===== config.mk =====
export PLATFORM = sky130hd
export DESIGN_NAME = df_sig_gen
export DESIGN_NICKNAME = d
export VERILOG_FILES = /design/src/rtl/df_sig_gen.sv
export SDC_FILE = /design/constraint.sdc
export NUM_CORES = 1
export LEC_CHECK = 0
export BUFFER_PORTS_ARGS = -buffer_cell sky130_fd_sc_hd__buf_2
export CAP_MARGIN = 10
export CORE_MARGIN = 2
export CORE_UTILIZATION = 55
export CTS_CLUSTER_SIZE = 30
export DETAILED_ROUTE_END_ITERATION = 10
export PLACE_DENSITY_LB_ADDON = 0.3
export SLEW_MARGIN = 20
export SYNTH_ARGS = -nofsm -noshare
export SYNTH_HDL_FRONTEND = slang
export SYNTH_SLANG_ARGS = --single-unit

===== constraint.sdc =====
create_clock -name clk -period 5.2 [get_ports clk]
set_input_delay 0.78 -clock clk [delete_from_list [all_inputs] [get_ports clk]]
set_output_delay 0.78 -clock clk [all_outputs]
set_load 0.01 [all_outputs]

===== src/rtl/df_sig_gen.sv =====
// df_sig_gen: burst stimulus generator for the digital filter input path.
// It emits one 8-bit sample per clock: rectangle, triangle, sine or a
// Dirac impulse, with a programmable half-period H.
// Optional feature macro: DF_SIG_GEN_SINE_EN. When it is defined, the sine
// quarter table and the phase path are compiled in. When it is undefined,
// shape 2'b10 behaves exactly like rect.
module df_sig_gen #(
  parameter int unsigned BURST_LEN = 250
) (
  input  logic       clk,
  input  logic       rst_n,
  input  logic       start,
  input  logic [1:0] shape,
  input  logic [4:0] half_presc,
  output logic [7:0] sample,
  output logic       valid,
  output logic       busy,
  output logic       done
);

  typedef enum logic [1:0] {
    S_IDLE = 2'd0,
    S_DIV  = 2'd1,
    S_RUN  = 2'd2,
    S_DONE = 2'd3
  } state_t;

  localparam logic [1:0] SH_RECT  = 2'b00;
  localparam logic [1:0] SH_TRI   = 2'b01;
  localparam logic [1:0] SH_SINE  = 2'b10;
  localparam logic [1:0] SH_DIRAC = 2'b11;

  localparam logic [10:0] BURST_LEN_W = 11'(BURST_LEN);
  localparam logic [9:0]  BURST_LEN_N = 10'(BURST_LEN);

  state_t      state_q;
  logic [1:0]  shape_q;
  logic [4:0]  h_q;        // effective half-period, never zero
  logic [2:0]  step_q;     // divider step counter
  logic [7:0]  dq_q;       // dividend shifting out, quotient shifting in
  logic [4:0]  rem_q;      // divider remainder, then r = D mod H
  logic [7:0]  acc_q;      // triangle value or sine phase
  logic [4:0]  rr_q;       // running remainder of the incremental ramp
  logic [5:0]  k_q;        // position inside the period, 0..2H-1
  logic [9:0]  n_q;        // samples emitted so far
  logic [7:0]  sample_q;
  logic        valid_q;
  logic        busy_q;
  logic        done_q;

  assign sample = sample_q;
  assign valid  = valid_q;
  assign busy   = busy_q;
  assign done   = done_q;

  // Values latched on an accepted start
  logic [1:0] shape_d;
  logic [4:0] h_d;
  logic [7:0] dividend_d;

  // Select the shape, half-period and dividend captured on start
  always_comb begin
    h_d = (half_presc == 5'd0) ? 5'd1 : half_presc;
`ifdef DF_SIG_GEN_SINE_EN
    shape_d    = shape;
    dividend_d = (shape == SH_SINE) ? 8'd128 : 8'd255;
`else
    shape_d    = (shape == SH_SINE) ? SH_RECT : shape;
    dividend_d = 8'd255;
`endif
  end

  // One restoring-divider step: shift in the next dividend bit, try subtracting H
  logic [5:0] div_shift;
  logic       div_ge;
  logic [4:0] rem_next;
  logic [7:0] dq_next;

  always_comb begin
    div_shift = {rem_q, dq_q[7]};
    div_ge    = (div_shift >= {1'b0, h_q});
    // The true result is below H, so 5-bit modular arithmetic is exact
    rem_next  = div_ge ? (div_shift[4:0] - h_q) : div_shift[4:0];
    dq_next   = {dq_q[6:0], div_ge};
  end

  // Incremental ramp: advance or retreat floor(D*j/H) by q/r with a remainder carry
  logic [5:0] two_h;
  logic [5:0] sum_r;
  logic       up_carry;
  logic [4:0] rr_up;
  logic [7:0] acc_up;
  logic       dn_borrow;
  logic [4:0] rr_dn;
  logic [7:0] acc_dn;
  logic       tri_rising;
  logic       k_last;
  logic       period_over;

  always_comb begin
    two_h      = {h_q, 1'b0};
    sum_r      = {1'b0, rr_q} + {1'b0, rem_q};
    up_carry   = (sum_r >= {1'b0, h_q});
    rr_up      = up_carry ? (sum_r[4:0] - h_q) : sum_r[4:0];
    acc_up     = acc_q + dq_q + {7'd0, up_carry};
    dn_borrow  = (rr_q < rem_q);
    rr_dn      = dn_borrow ? (rr_q + h_q - rem_q) : (rr_q - rem_q);
    acc_dn     = acc_q - dq_q - {7'd0, dn_borrow};
    tri_rising = (k_q < {1'b0, h_q});
    k_last     = (k_q == (two_h - 6'd1));
    period_over = (({1'b0, n_q} + {5'd0, two_h}) > BURST_LEN_W);
  end

`ifdef DF_SIG_GEN_SINE_EN
  // Quarter-wave table: round(127*sin(2*pi*k/256)) for k = 0..64
  function automatic logic [6:0] sine_quarter(input logic [6:0] k);
    logic [6:0] v;
    case (k)
      7'd0:  v = 7'd0;   7'd1:  v = 7'd3;   7'd2:  v = 7'd6;   7'd3:  v = 7'd9;
      7'd4:  v = 7'd12;  7'd5:  v = 7'd16;  7'd6:  v = 7'd19;  7'd7:  v = 7'd22;
      7'd8:  v = 7'd25;  7'd9:  v = 7'd28;  7'd10: v = 7'd31;  7'd11: v = 7'd34;
      7'd12: v = 7'd37;  7'd13: v = 7'd40;  7'd14: v = 7'd43;  7'd15: v = 7'd46;
      7'd16: v = 7'd49;  7'd17: v = 7'd51;  7'd18: v = 7'd54;  7'd19: v = 7'd57;
      7'd20: v = 7'd60;  7'd21: v = 7'd63;  7'd22: v = 7'd65;  7'd23: v = 7'd68;
      7'd24: v = 7'd71;  7'd25: v = 7'd73;  7'd26: v = 7'd76;  7'd27: v = 7'd78;
      7'd28: v = 7'd81;  7'd29: v = 7'd83;  7'd30: v = 7'd85;  7'd31: v = 7'd88;
      7'd32: v = 7'd90;  7'd33: v = 7'd92;  7'd34: v = 7'd94;  7'd35: v = 7'd96;
      7'd36: v = 7'd98;  7'd37: v = 7'd100; 7'd38: v = 7'd102; 7'd39: v = 7'd104;
      7'd40: v = 7'd106; 7'd41: v = 7'd107; 7'd42: v = 7'd109; 7'd43: v = 7'd111;
      7'd44: v = 7'd112; 7'd45: v = 7'd113; 7'd46: v = 7'd115; 7'd47: v = 7'd116;
      7'd48: v = 7'd117; 7'd49: v = 7'd118; 7'd50: v = 7'd120; 7'd51: v = 7'd121;
      7'd52: v = 7'd122; 7'd53: v = 7'd122; 7'd54: v = 7'd123; 7'd55: v = 7'd124;
      7'd56: v = 7'd125; 7'd57: v = 7'd125; 7'd58: v = 7'd126; 7'd59: v = 7'd126;
      7'd60: v = 7'd126; 7'd61: v = 7'd127; 7'd62: v = 7'd127; 7'd63: v = 7'd127;
      default: v = 7'd127;
    endcase
    return v;
  endfunction

  logic [6:0] sine_idx;
  logic [6:0] sine_mag;
  logic [7:0] sine_val;

  // Fold the 8-bit phase onto the quarter table and apply the half-wave sign
  always_comb begin
    // Second quarter mirrors the first: index 128-p, i.e. -p mod 128
    sine_idx = (acc_q[6:0] > 7'd64) ? (7'd0 - acc_q[6:0]) : acc_q[6:0];
    sine_mag = sine_quarter(sine_idx);
    sine_val = acc_q[7] ? (8'd128 - {1'b0, sine_mag}) : (8'd128 + {1'b0, sine_mag});
  end
`endif

  // Sample for the current position and the ramp state for the next one
  logic [7:0] run_sample;
  logic [7:0] acc_step;
  logic [4:0] rr_step;
  logic       run_end;

  always_comb begin
    run_sample = 8'h00;
    acc_step   = acc_q;
    rr_step    = rr_q;
    run_end    = (k_q == 6'd0) && period_over;
    case (shape_q)
      SH_TRI: begin
        run_sample = acc_q;
        if (tri_rising) begin
          acc_step = acc_up;
          rr_step  = rr_up;
        end else begin
          acc_step = acc_dn;
          rr_step  = rr_dn;
        end
      end
`ifdef DF_SIG_GEN_SINE_EN
      SH_SINE: begin
        // Phase wraps through 256 exactly at the period end, so it never resets
        run_sample = sine_val;
        acc_step   = acc_up;
        rr_step    = rr_up;
      end
`endif
      SH_DIRAC: begin
        run_sample = (n_q == 10'd9) ? 8'hFF : 8'h00;
        run_end    = (n_q == BURST_LEN_N);
      end
      default: begin
        run_sample = tri_rising ? 8'h00 : 8'hFF;
      end
    endcase
  end

  // Control FSM with registered outputs: IDLE -> DIV (8 steps) -> RUN -> DONE
  always_ff @(posedge clk or negedge rst_n) begin
    if (!rst_n) begin
      state_q  <= S_IDLE;
      shape_q  <= SH_RECT;
      h_q      <= 5'd1;
      step_q   <= 3'd0;
      dq_q     <= 8'd0;
      rem_q    <= 5'd0;
      acc_q    <= 8'd0;
      rr_q     <= 5'd0;
      k_q      <= 6'd0;
      n_q      <= 10'd0;
      sample_q <= 8'h00;
      valid_q  <= 1'b0;
      busy_q   <= 1'b0;
      done_q   <= 1'b0;
    end else begin
      case (state_q)
        S_IDLE: begin
          if (start) begin
            state_q <= S_DIV;
            busy_q  <= 1'b1;
            shape_q <= shape_d;
            h_q     <= h_d;
            dq_q    <= dividend_d;
            rem_q   <= 5'd0;
            step_q  <= 3'd0;
            acc_q   <= 8'd0;
            rr_q    <= 5'd0;
            k_q     <= 6'd0;
            n_q     <= 10'd0;
          end
        end
        S_DIV: begin
          dq_q   <= dq_next;
          rem_q  <= rem_next;
          step_q <= step_q + 3'd1;
          if (step_q == 3'd7) begin
            // A period longer than the whole burst yields no samples at all
            if ((shape_q != SH_DIRAC) && ({5'd0, two_h} > BURST_LEN_W)) begin
              state_q <= S_DONE;
              busy_q  <= 1'b0;
              done_q  <= 1'b1;
            end else begin
              state_q <= S_RUN;
            end
          end
        end
        S_RUN: begin
          if (run_end) begin
            state_q  <= S_DONE;
            sample_q <= 8'h00;
            valid_q  <= 1'b0;
            busy_q   <= 1'b0;
            done_q   <= 1'b1;
          end else begin
            sample_q <= run_sample;
            valid_q  <= 1'b1;
            n_q      <= n_q + 10'd1;
            acc_q    <= acc_step;
            rr_q     <= rr_step;
            k_q      <= k_last ? 6'd0 : (k_q + 6'd1);
          end
        end
        S_DONE: begin
          state_q <= S_IDLE;
          done_q  <= 1'b0;
        end
        default: begin
          state_q <= S_IDLE;
        end
      endcase
    end
  end

endmodule


## Word level (Yosys, flattened, before mapping)

Index checks and enable logic that the tools add are counted.

- Bits in registers: 65

- Add/subtract/negate cells: 15
- $lt $le $gt $ge: 5
- Equality and inequality tests: 15
- Muxes and demuxes: 42
- Reductions and logical operators: 14

Operator list:

| cell | number |
|---|---|
| $mux 8 | 8 |
| $pmux 8 s2 | 3 |
| $mux 5 | 8 |
| $mux 10 | 2 |
| $pmux 10 s2 | 1 |
| $pmux 5 s2 | 2 |
| $sub 5x5->5 | 4 |
| $mux 6 | 3 |
| $ge 6x5->1 | 2 |
| $pmux 6 s2 | 1 |
| $add 10x6->11 | 1 |
| $gt 11x8->1 const B | 1 |
| $add 10x1->10 const B | 1 |
| $eq 10x4->1 const B | 1 |
| $eq 10x8->1 const B | 1 |
| $ne 2x2->1 const B | 5 |
| $reduce_and 3->1 | 3 |
| $add 8x1->8 | 1 |
| $add 8x8->8 | 1 |
| $eq 2x2->1 const B | 4 |
| $mux 2 | 4 |
| $pmux 2 s4 | 1 |
| $sub 8x1->8 | 1 |
| $sub 8x8->8 | 1 |
| 21 further kinds | 31 |

## Longest topological paths before layout

Gate-level depths: netlist of run 1.

- Depth after elaboration: 7
- Gate-level depth with buffers: 18
- Mapped depth without buffers: 18

## Worst setup path after synthesis of run 1

No wires, ideal clock.

- Kind: reg-to-reg
- Start point: reg rem_q[1]
- End point: reg acc_q[7]
- Arrival time: 3932 ps
- Required time: 5080 ps
- Slack: 1148 ps
- Stages on the path, launching flop included: 17
- Buffers on the path: 0
- Period minus slack after synthesis: 4052 ps
- Cell sequence: dfrtp_1 > inv_1 > ha_1 > nand2b_1 > a21oi_1 > nor3_1 > or2_2 > ha_1 > or2_2 > o311ai_0 > nor3b_2 > fa_1 > nor3b_1 > o31ai_1 > o311a_1 > a211o_1 > a31o_2

- Longest elaborated chain between the ends: 7

RTL lines:

| what | RTL line | text |
|---|---|---|
| start: declaration | 41 | `logic [4:0] rem_q;` |
| start signal: assignment | 229 | `rem_q <= rem_next;` |
| $add 5x5->6 | 102 | `sum_r = {1'b0, rr_q} + {1'b0, rem_q};` |
| $ge 6x5->1 | 103 | `up_carry = (sum_r >= {1'b0, h_q});` |
| $add 8x1->8 | 105 | `acc_up = acc_q + dq_q + {7'd0, up_carry};` |
| $mux 8 (*) | 167 | `if (tri_rising) begin` |
| $mux 8 (*) | 164 | `case (shape_q)` |
| $mux 8 (*) | 243 | `if (run_end) begin` |
| $pmux 8 s2 (*) | 211 | `case (state_q)` |
| end signal: assignment | 253 | `acc_q <= acc_step;` |
| end: declaration | 42 | `logic [7:0] acc_q;` |

Every way passes the cells marked *; elsewhere a longest branch is shown, timed or not. The select of a mux whose other input is x is not followed.
A chain may end at the register's enable or synchronous reset.

## Worst setup path in the final report of run 1

- Start point: reg rem_q[1]
- End point: reg acc_q[6]

Same word-level chain as after synthesis.

==> metrics.log, run 1 <==
[metrics] Critical Path Fanout Max: 8
[metrics] number of iterations in the first detailed-routing pass: 5
[metrics] clock latency on the worst-skew pair: 0.35 ns
[metrics] count of final setup violators: 0
[metrics] family of cells with the greatest summed delay on the critical path: adder cells
[metrics] total I/O pin count: 21
[metrics] Post-Route Setup TNS: 0 ns
[metrics] post-CTS setup-driven buffer insertion count: 0
[metrics] standard cell core area: 0.0101 mm^2
[metrics] fill cell instance count of the final layout: between 800 and 900
[metrics] post-route setup slack: 0.577 ns
[metrics] total of flip-flops plus latches after synthesis: 65
[metrics] clk buf depth: 2
[metrics] total via count in the routed design: between 4000 and 5000
[metrics] HPWL reported at the end of detailed placement: 10200 um
[metrics] Antenna Diode Count: 0
[metrics] final core utilization: 0.597
[metrics] Seq. cell area: 0.00163 mm^2
[metrics] sequential share of the synthesized area: 0.288
[metrics] synthesized instance count: 621
[metrics] Fmax achieved: 216 MHz
[metrics] Post-synth top flop: sky130_fd_sc_hd__dfrtp_1
[metrics] worst reg2reg setup slack: 0.58 ns
[metrics] proportion of synthesized flip-flops having asynchronous set or reset: 1.00
[metrics] GRT overflow: 0
[metrics] Hold Path Class: reg2reg
[metrics] synthesized netlist net count: 708
[metrics] Tightest Pin Transition: 1.10 ns
[metrics] period utilization: 0.889
[metrics] quantity of gates resized following cts: 0
[metrics] crit-path max cell delay: 0.49 ns
[metrics] data required time of the worst path: 5.46 ns
[metrics] post-synthesis instance area: 0.00565 mm^2
[metrics] area used by multi-input combinational logic: 0.00370 mm^2
[metrics] wire length per cell after detailed routing: about 18 um
[metrics] Reg-to-Reg Start: rem_q[1]
[metrics] count of input and output buffers: 20
[metrics] number of hold buffers added after cts: 0
[metrics] CTS HTree Levels: 3
[metrics] post-detailed-route count of antenna-violating nets: 0
[metrics] syn_area_per_cell: ~9 um^2
[metrics] worst-case clock skew: approximately 0.013 ns
[metrics] final hold violation count: 0
[metrics] Via density: 6.20
[metrics] status: finished, final reports clean
[metrics] pin count of the biggest net entering global routing: 66
[metrics] worst relative slew slack: 0.262
[metrics] drt first-iter violations: 341
[metrics] Die Area: 0.0111 mm^2
[metrics] crit path max-delay cell type: sky130_fd_sc_hd__dfrtp_1
[metrics] Final Max Tran Viols: 0
[metrics] clock period minus final worst setup slack: 4.62 ns
[metrics] most frequent cells in the layout: sky130_fd_sc_hd__ha_1 (64), sky130_fd_sc_hd__dfrtp_1 (64), sky130_fd_sc_hd__inv_1 (58)
[metrics] number of antenna violations at the first check in global routing: 0
[metrics] Detailed Route WL: 14000 um
[metrics] fraction of layout cells with a size suffix above 1: 0.106
[metrics] Num CTS Buffers: 9
[metrics] first-pass GRT wire length: 23200 um
[metrics] number of sinks on the clock net: 65
[metrics] hold_sp: step_q[2]
[metrics] total number of nets in the final design: between 700 and 800
[metrics] nature of the critical path endpoint: register
[metrics] via count of the first global-routing pass: roughly 4800
[metrics] buffers plus inverters on the worst setup path: 2
[metrics] Crit. Startpoint: rem_q[1]
[metrics] cells along the critical path: inv_1 > ha_1 > nand2b_1 > a21oi_1 > nor3_1 > or2_2 > ha_1 > or2_2 > o311ai_0 > nor3b_2 > buf_4 > fa_1 > fa_1 > o21bai_1 > a211oi_1 > o21bai_1 > xnor2_1 > mux2i_1 > o31ai_1
[metrics] Area Growth Syn to Fin: 7.10%
[metrics] DIE WIDTH: 105 um
[metrics] Die H: ~110 um
[metrics] root buffer cell: sky130_fd_sc_hd__clkbuf_8
[metrics] initial core utilization: 0.558
[metrics] Max-Cap Viols: 0
[metrics] number of flops mapped to enable cells by yosys: 0
[metrics] placer congestion estimate: 0.916
[metrics] clock slew at reported path FFs: 0.07 ns
[metrics] standard-cell row count: 37
[metrics] kind of start point of the critical path: register
[metrics] overall global routing resource usage: 0.260
[metrics] CTS tree: yes
[metrics] total number of yosys warnings: 0
[metrics] setup repair after global routing missed its margin: false
[metrics] critical path type: reg2reg
[metrics] CP Data Arrival Time: ~5 ns
[metrics] post-route DRC violation count: 0
[metrics] pre-CTS setup slack: 0.647 ns
[metrics] Cell variety after synth: 68
## kinds of logic (layout without fill, tap and decap cells)
group,count (synthesis),in the layout,share of synthesized area
compound gates,178,178,0.217
simple gates,156,156,0.148
buf+inv,85,99,0.0591
fa+ha+maj,77,77,0.188
flops,65,65,0.288
xor+xnor,33,33,0.0511
mux,27,27,0.0498
## layer usage
layer,wire (um),track usage
met1,6250,0.344
met4,384,0.111
met5,0,0
met2,6660,0.428
met3,687,0.0359
## synth_stat cells, drive strengths merged, types with 7 or more instances
master,number,share of area
a31oi,8,0.0089
nor3,11,0.0097
nor2b,15,0.017
o21ai,31,0.027
o21a,7,0.0093
inv,58,0.039
nand3,14,0.012
clkbuf,17,0.011
nand2b,15,0.017
dfrtp,64,0.28
xnor2,26,0.040
xor2,7,0.011
a21o,8,0.011
mux2,9,0.018
nand2,29,0.019
a31o,8,0.012
mux2i,18,0.032
nand4,11,0.012
buf,10,0.0093
o31ai,10,0.013
ha,64,0.14
a21oi,34,0.031
o211ai,13,0.017
fa,13,0.046
o22ai,9,0.010
nor2,26,0.017
## state kept, by name, summed over array words and instances, names as in the netlist
signal,count
h_q,5
dq_q,8
rem_q,5
k_q,6
state_q,2
acc_q,8
shape_q,2
sample,8
step_q,3
rr_q,5
valid,1
n_q,10
busy,1
done,1
## final timing paths
kind / end / cells after the start
worst min-delay path: step_q[2] / 1
min in group asynchronous: k_q[1] / 2
worst max register to register: acc_q[6] / 19
max in group asynchronous: dq_q[3] / 2
worst min register to register: step_q[2] / 1
worst max-delay path: acc_q[6] / 19
## stage by stage
| stage | cells | hold WS [ns] | cell area (um^2) |
|---|---|---|---|
| global placement | 756 | 0.480 | 5860 |
| detailed placement | 756 | 0.501 | 5860 |
| floorplan | 621 | 0.468 | 5650 |
| global route | 771 | 0.529 | 6060 |
| finish | 771 | 0.513 | 6060 |
| CTS | 771 | 0.517 | 6060 |
## area by class of cell
cell class / count / share of cell area
Clock inverter: 3 / 0.00661
Tap cell: 136 / 0.0281
Inverter: 58 / 0.0360
Multi-Input combinational cell: 471 / 0.611
Timing Repair Buffer: 26 / 0.0240
Sequential cell: 65 / 0.269
Clock buffer: 12 / 0.0256
Power of run 1 is not shown: default switching activity piles up to over one toggle a cycle in this logic, so the estimate is an artifact.
==> run 2: changes to the inputs <==
Settings changed: PLACE_DENSITY from default to 0.8, PLACE_DENSITY_LB_ADDON 0.3 to default.
==> run 2 against run 1 <==
Via count is 1.0% higher; utilization is 0.52 points lower; fmax is 1.4% higher; critical path depth is 1 lower; register-to-register slack better by 0.06 ns; clock skew is 0.0030 ns lower; worst setup slack better by 0.062 ns; sequential share of layout area is 0.24 points higher; largest cell class unchanged; highest routed layer unchanged.
==> metrics.log, run 2 (synthesis gave the netlist of run 1 again) <==
[metrics] worst reg2reg setup slack: roughly 0.64 ns
[metrics] Die H: 105 um
[metrics] clock latency on the worst-skew pair: about 0.35 ns
[metrics] Post-Route Setup TNS: 0 ns
[metrics] clk buf depth: 2
[metrics] crit path max-delay cell type: sky130_fd_sc_hd__nor3b_2
[metrics] register with the most flip-flops: n_q
[metrics] cells along the critical path: inv_1 > ha_1 > nand2b_1 > a21oi_1 > nor3_1 > or2_2 > ha_1 > or2_2 > o311ai_0 > nor3b_2 > fa_1 > fa_1 > o21bai_1 > a211oi_1 > o21bai_1 > xnor2_1 > mux2i_1 > o31ai_1
[metrics] fill cell instance count of the final layout: 860
[metrics] final hold violation count: 0
[metrics] initial core utilization: 0.558
[metrics] number of logic stages on the critical path including buffering: 18
[metrics] count of input and output buffers: 20
[metrics] drt first-iter violations: between 500 and 600
[metrics] Via density: 6.29
[metrics] data required time of the worst path: 5.45 ns
[metrics] hold_sp: step_q[1]
[metrics] quantity of gates resized following cts: 0
[metrics] pin count of the biggest net entering global routing: 66
[metrics] overall global routing resource usage: 0.258
[metrics] CTS HTree Levels: 3
[metrics] Final Max Tran Viols: 0
[metrics] Tightest Pin Transition: 1.10 ns
[metrics] number of hold buffers added after cts: 0
[metrics] kind of start point of the critical path: register
[metrics] post-route DRC violation count: 0
[metrics] GRT overflow: 0
[metrics] reg2reg end: acc_q[6]
[metrics] Detailed Route WL: 13800 um
[metrics] nature of the critical path endpoint: register
[metrics] Max-Cap Viols: 0
[metrics] Reg-to-Reg Start: rem_q[1]
[metrics] status: finished, final reports clean
[metrics] critical path type: reg2reg
[metrics] post-detailed-route count of antenna-violating nets: 0
[metrics] clock slew at reported path FFs: 0.07 ns
[metrics] total I/O pin count: 21
[metrics] standard-cell row count: 37
[metrics] Area Growth Syn to Fin: 6.17%
[metrics] fraction of layout cells with a size suffix above 1: 0.0997
[metrics] Num CTS Buffers: 9
[metrics] root buffer cell: sky130_fd_sc_hd__clkbuf_8
[metrics] standard cell core area: 0.0101 mm^2
[metrics] most frequent cells in the layout: sky130_fd_sc_hd__ha_1 (64), sky130_fd_sc_hd__dfrtp_1 (64), sky130_fd_sc_hd__inv_1 (58)
[metrics] endpoint with the worst hold slack: step_q[1]
[metrics] wire length per cell after detailed routing: 17.9 um
[metrics] post-route setup slack: 0.638 ns
[metrics] via count of the first global-routing pass: 4849
[metrics] first-pass GRT wire length: 23100 um
[metrics] family of cells with the greatest summed delay on the critical path: simple AND/OR/NAND/NOR gates
[metrics] period utilization: 0.877
[metrics] number of antenna violations at the first check in global routing: 0
[metrics] CTS tree: yes
[metrics] CP Data Arrival Time: 4.81 ns
[metrics] buffers plus inverters on the worst setup path: 1
[metrics] worst-case clock skew: 0.00994 ns
[metrics] Min Hold Slack: 0.496 ns
[metrics] pre-CTS setup slack: 0.634 ns
[metrics] max FFs per register: 10
[metrics] total via count in the routed design: 4827
[metrics] Fmax achieved: 219 MHz
[metrics] Die Area: 0.0111 mm^2
[metrics] number of iterations in the first detailed-routing pass: 5
[metrics] DIE WIDTH: about 110 um
[metrics] count of final setup violators: 0
[metrics] post-CTS setup-driven buffer insertion count: 0
[metrics] HPWL reported at the end of detailed placement: 10100 um
[metrics] clock period minus final worst setup slack: 4.56 ns
[metrics] placer congestion estimate: 0.937
[metrics] number of sinks on the clock net: 65
[metrics] crit-path max cell delay: 0.52 ns
[metrics] Critical Path Fanout Max: 8
[metrics] worst relative slew slack: 0.261
[metrics] Cells on Worst Hold Path: 1
[metrics] total number of nets in the final design: about 700
[metrics] Hold Path Class: reg2reg
[metrics] setup repair after global routing missed its margin: false
[metrics] Antenna Diode Count: 0
[metrics] Worst R2R Path Depth: 18
==> run 2: worst max-delay path by stage <==
stage	endpoint	from	slack [ns]
after floorplan	acc_q[7]	rem_q[1]	1.15
after global placement	acc_q[6]	rem_q[1]	0.83
after detailed placement	acc_q[6]	rem_q[1]	0.63
after CTS	acc_q[6]	rem_q[1]	0.66
after global routing	acc_q[6]	rem_q[1]	0.27
final	acc_q[6]	rem_q[1]	0.64
==> run 2: metrics by stage <==
stage / std cells / util / instance area [um^2]
after global routing: 768 / 0.592 / 6000
after detailed placement: 755 / 0.577 / 5850
after global placement: 755 / 0.577 / 5850
final: 768 / 0.592 / 6000
after floorplan: 621 / - / 5650
after CTS: 768 / 0.592 / 6000
==> run 2: final cells by class <==
type / instances / area (um^2) / area share
clock buffers: 12 / 145 / 0.0242
well taps: 136 / 170 / 0.0283
inverters: 58 / 218 / 0.0363
flip-flops and latches: 65 / 1630 / 0.271
multi-input cells: 471 / 3700 / 0.616
clock inverters: 1 / 5.00 / 0.000834
repair buffers: 25 / 138 / 0.0229
==> run 2: worst reg2reg max path: cells and delay by family (launching register included) <==
kind | cells | cell delay (ns)
multiplexers | 1 | 0.08
XOR/XNOR | 1 | 0.13
AO/OA/AOI/OAI | 6 | 1.03
flip-flops | 1 | 0.49
adder cells (fa/ha/maj) | 4 | 1.20
AND/OR/NAND/NOR | 5 | 1.39
buffers and inverters | 1 | 0.15
==> run 2: per-layer routing <==
layer	vias to the layer above	global-route usage	wire length, um
met5	-	0	0
met4	0	0.110	306
met3	26	0.0315	699
met2	158	0.441	6870
met1	2372	0.329	5880
li1	2271	-	-
Power of run 2 is left out for the same reason.
==> run 3: changes to the inputs <==
Settings changed: CELL_PAD_IN_SITES_DETAIL_PLACEMENT from default to 0, CELL_PAD_IN_SITES_GLOBAL_PLACEMENT from default to 2, CORE_UTILIZATION 55 to 36, PLACE_DENSITY 0.8 to 0.85, RECOVER_POWER from default to 100.
Clock period 5.2 ns to 3.8 ns, I/O delays scaled along.
==> run 3 against run 2 <==
The flow now finishes with violations (capacitance limit, slew limit, setup timing); utilization shrank 15 points; global-route usage is 6.3 points lower; worst setup slack worse by 0.66 ns; die area is 51% higher; critical path type unchanged; critical endpoint is now acc_q[7]; highest routed layer unchanged.
==> metrics.log, run 3 (synthesis gave the netlist of run 1 again) <==
[metrics] final hold violation count: 0
[metrics] first-pass GRT wire length: about 26000 um
[metrics] Max-Cap Viols: 1
[metrics] crit-path max cell delay: around 0.42 ns
[metrics] setup repair after global routing missed its margin: true
[metrics] Die Area: 0.0167 mm^2
[metrics] number of iterations in the first detailed-routing pass: 4
[metrics] clock slew at reported path FFs: 0.06 ns
[metrics] CP Data Arrival Time: 4.05 ns
[metrics] CTS HTree Levels: 3
[metrics] Cell Count Post-Placement: 858
[metrics] pre-CTS setup slack: -0.102 ns
[metrics] post-detailed-route count of antenna-violating nets: 0
[metrics] pin count of the biggest net entering global routing: 33
[metrics] count of input and output buffers: 20
[metrics] wire length per cell after detailed routing: roughly 18 um
[metrics] root buffer cell: sky130_fd_sc_hd__clkbuf_16
[metrics] clock period minus final worst setup slack: 3.83 ns
[metrics] standard cell core area: 0.0153 mm^2
[metrics] standard-cell row count: 45
[metrics] total I/O pin count: 21
[metrics] final instance area: 0.00671 mm^2
[metrics] Via density: 5.47
[metrics] Hold Path Class: in2reg
[metrics] Layout Cells excl Fill: 883
[metrics] register with the most flip-flops: n_q
[metrics] clk buf depth: 2
[metrics] Die H: 129 um
[metrics] overall global routing resource usage: 0.195
[metrics] worst relative slew slack: -0.224
[metrics] instance area after placement: 0.00620 mm^2
[metrics] worst-case clock skew: about 0.0057 ns
[metrics] CTS tree: yes
[metrics] buffers plus inverters on the worst setup path: 2
[metrics] count of final setup violators: 2
[metrics] drt first-iter violations: 294
[metrics] critical path type: reg2reg
[metrics] cells along the critical path: inv_2 > ha_4 > nand2b_4 > a21oi_2 > nor3_1 > or2_4 > ha_4 > or2_4 > o311ai_4 > nor3b_4 > fa_2 > buf_4 > nor3b_4 > o31ai_4 > o311a_1 > a211o_1 > a31o_2
[metrics] Detailed Route WL: 15500 um
[metrics] DIE WIDTH: around 130 um
[metrics] Final Max Tran Viols: 33
[metrics] Num CTS Buffers: 9
[metrics] placer congestion estimate: roughly 0.87
[metrics] crit path max-delay cell type: sky130_fd_sc_hd__dfrtp_2
[metrics] total number of nets in the final design: between 700 and 800
[metrics] kind of start point of the critical path: register
[metrics] most frequent cells in the layout: sky130_fd_sc_hd__dfrtp_1 (63), sky130_fd_sc_hd__inv_1 (55), sky130_fd_sc_hd__ha_1 (55)
[metrics] Area Growth Syn to Fin: 18.6%
[metrics] initial core utilization: 0.371
[metrics] number of sinks on the clock net: 65
[metrics] total via count in the routed design: 4827
[metrics] violations in the final reports: capacitance limit, slew limit, setup timing
[metrics] post-route setup slack: -0.0257 ns
[metrics] GRT overflow: 0
[metrics] post-route DRC violation count: 0
[metrics] Fmax achieved: 261 MHz
[metrics] period utilization: 1.01
[metrics] number of antenna violations at the first check in global routing: 0
[metrics] number of hold buffers added after cts: 0
[metrics] via count of the first global-routing pass: 5132
[metrics] status: complete, but fails checks
[metrics] Critical Path Fanout Max: 3
[metrics] Antenna Diode Count: 0
[metrics] nature of the critical path endpoint: register
[metrics] most common cell after layout, fill and taps aside: sky130_fd_sc_hd__dfrtp_1
[metrics] fraction of layout cells with a size suffix above 1: 0.177
[metrics] Tightest Pin Transition: roughly 1.8 ns
[metrics] HPWL reported at the end of detailed placement: 11500 um
[metrics] clock latency on the worst-skew pair: 0.33 ns
[metrics] data required time of the worst path: 4.02 ns
[metrics] max FFs per register: 10
[metrics] family of cells with the greatest summed delay on the critical path: compound AO/OA/AOI/OAI gates
[run 3: layer usage]
metal  part of all wire  track usage  wire (um)  up-vias
met5                  0            0          0        -
met4              0.014       0.0454        216        0
met3              0.041       0.0359        627       16
met2               0.48        0.329       7430       89
met1               0.47        0.259       7210     2379
li1                   -            -          -     2343
[run 3: cell type report]
type	instances	area [um^2]
multi-input combinational	471	3920
clock buffer	14	274
tap	211	264
timing repair buffer	62	385
inverter	58	218
fill	1477	8550
sequential	65	1630
clock inverter	2	12.5
[run 3: repair_timing]
item                       CTS  global route
pin swaps                    9            23
resized for setup           10            28
buffers inserted             5             4
cloned                       0             0
setup endpoints to repair    1             5
[run 3: stage by stage]
| step | hold slack, ns | util | TNS, ns |
|---|---|---|---|
| after floorplan | 0.274 | - | 0 |
| after global placement | 0.477 | 0.406 | 0 |
| after detailed placement | 0.497 | 0.406 | -0.102 |
| after CTS | 0.332 | 0.431 | 0 |
| after global routing | 0.496 | 0.439 | -0.839 |
| final | 0.488 | 0.439 | -0.0454 |
[run 3: worst register-to-register path: cells and delay by family, from the launching register on]
| family | cells | cell delay (ns) |
|---|---|---|
| compound gates | 6 | 1.17 |
| simple gates | 6 | 1.00 |
| fa+ha+maj | 3 | 0.87 |
| flops | 1 | 0.42 |
| buf+inv | 2 | 0.25 |
[run 3: path summary, 6_finish.rpt]
path / to / slack, ns / start / depth (start not counted)
max: acc_q[7] / -0.03 / rem_q[1] / 17
min: shape_q[1] / 0.49 / shape[1] / 3
max reg2reg: acc_q[7] / -0.03 / rem_q[1] / 17
min reg2reg: step_q[1] / 0.52 / step_q[1] / 1
max in group asynchronous: rem_q[1] / 1.36 / rst_n / 2
min in group asynchronous: step_q[2] / 0.74 / rst_n / 1
Power of run 3 is left out for the same reason.
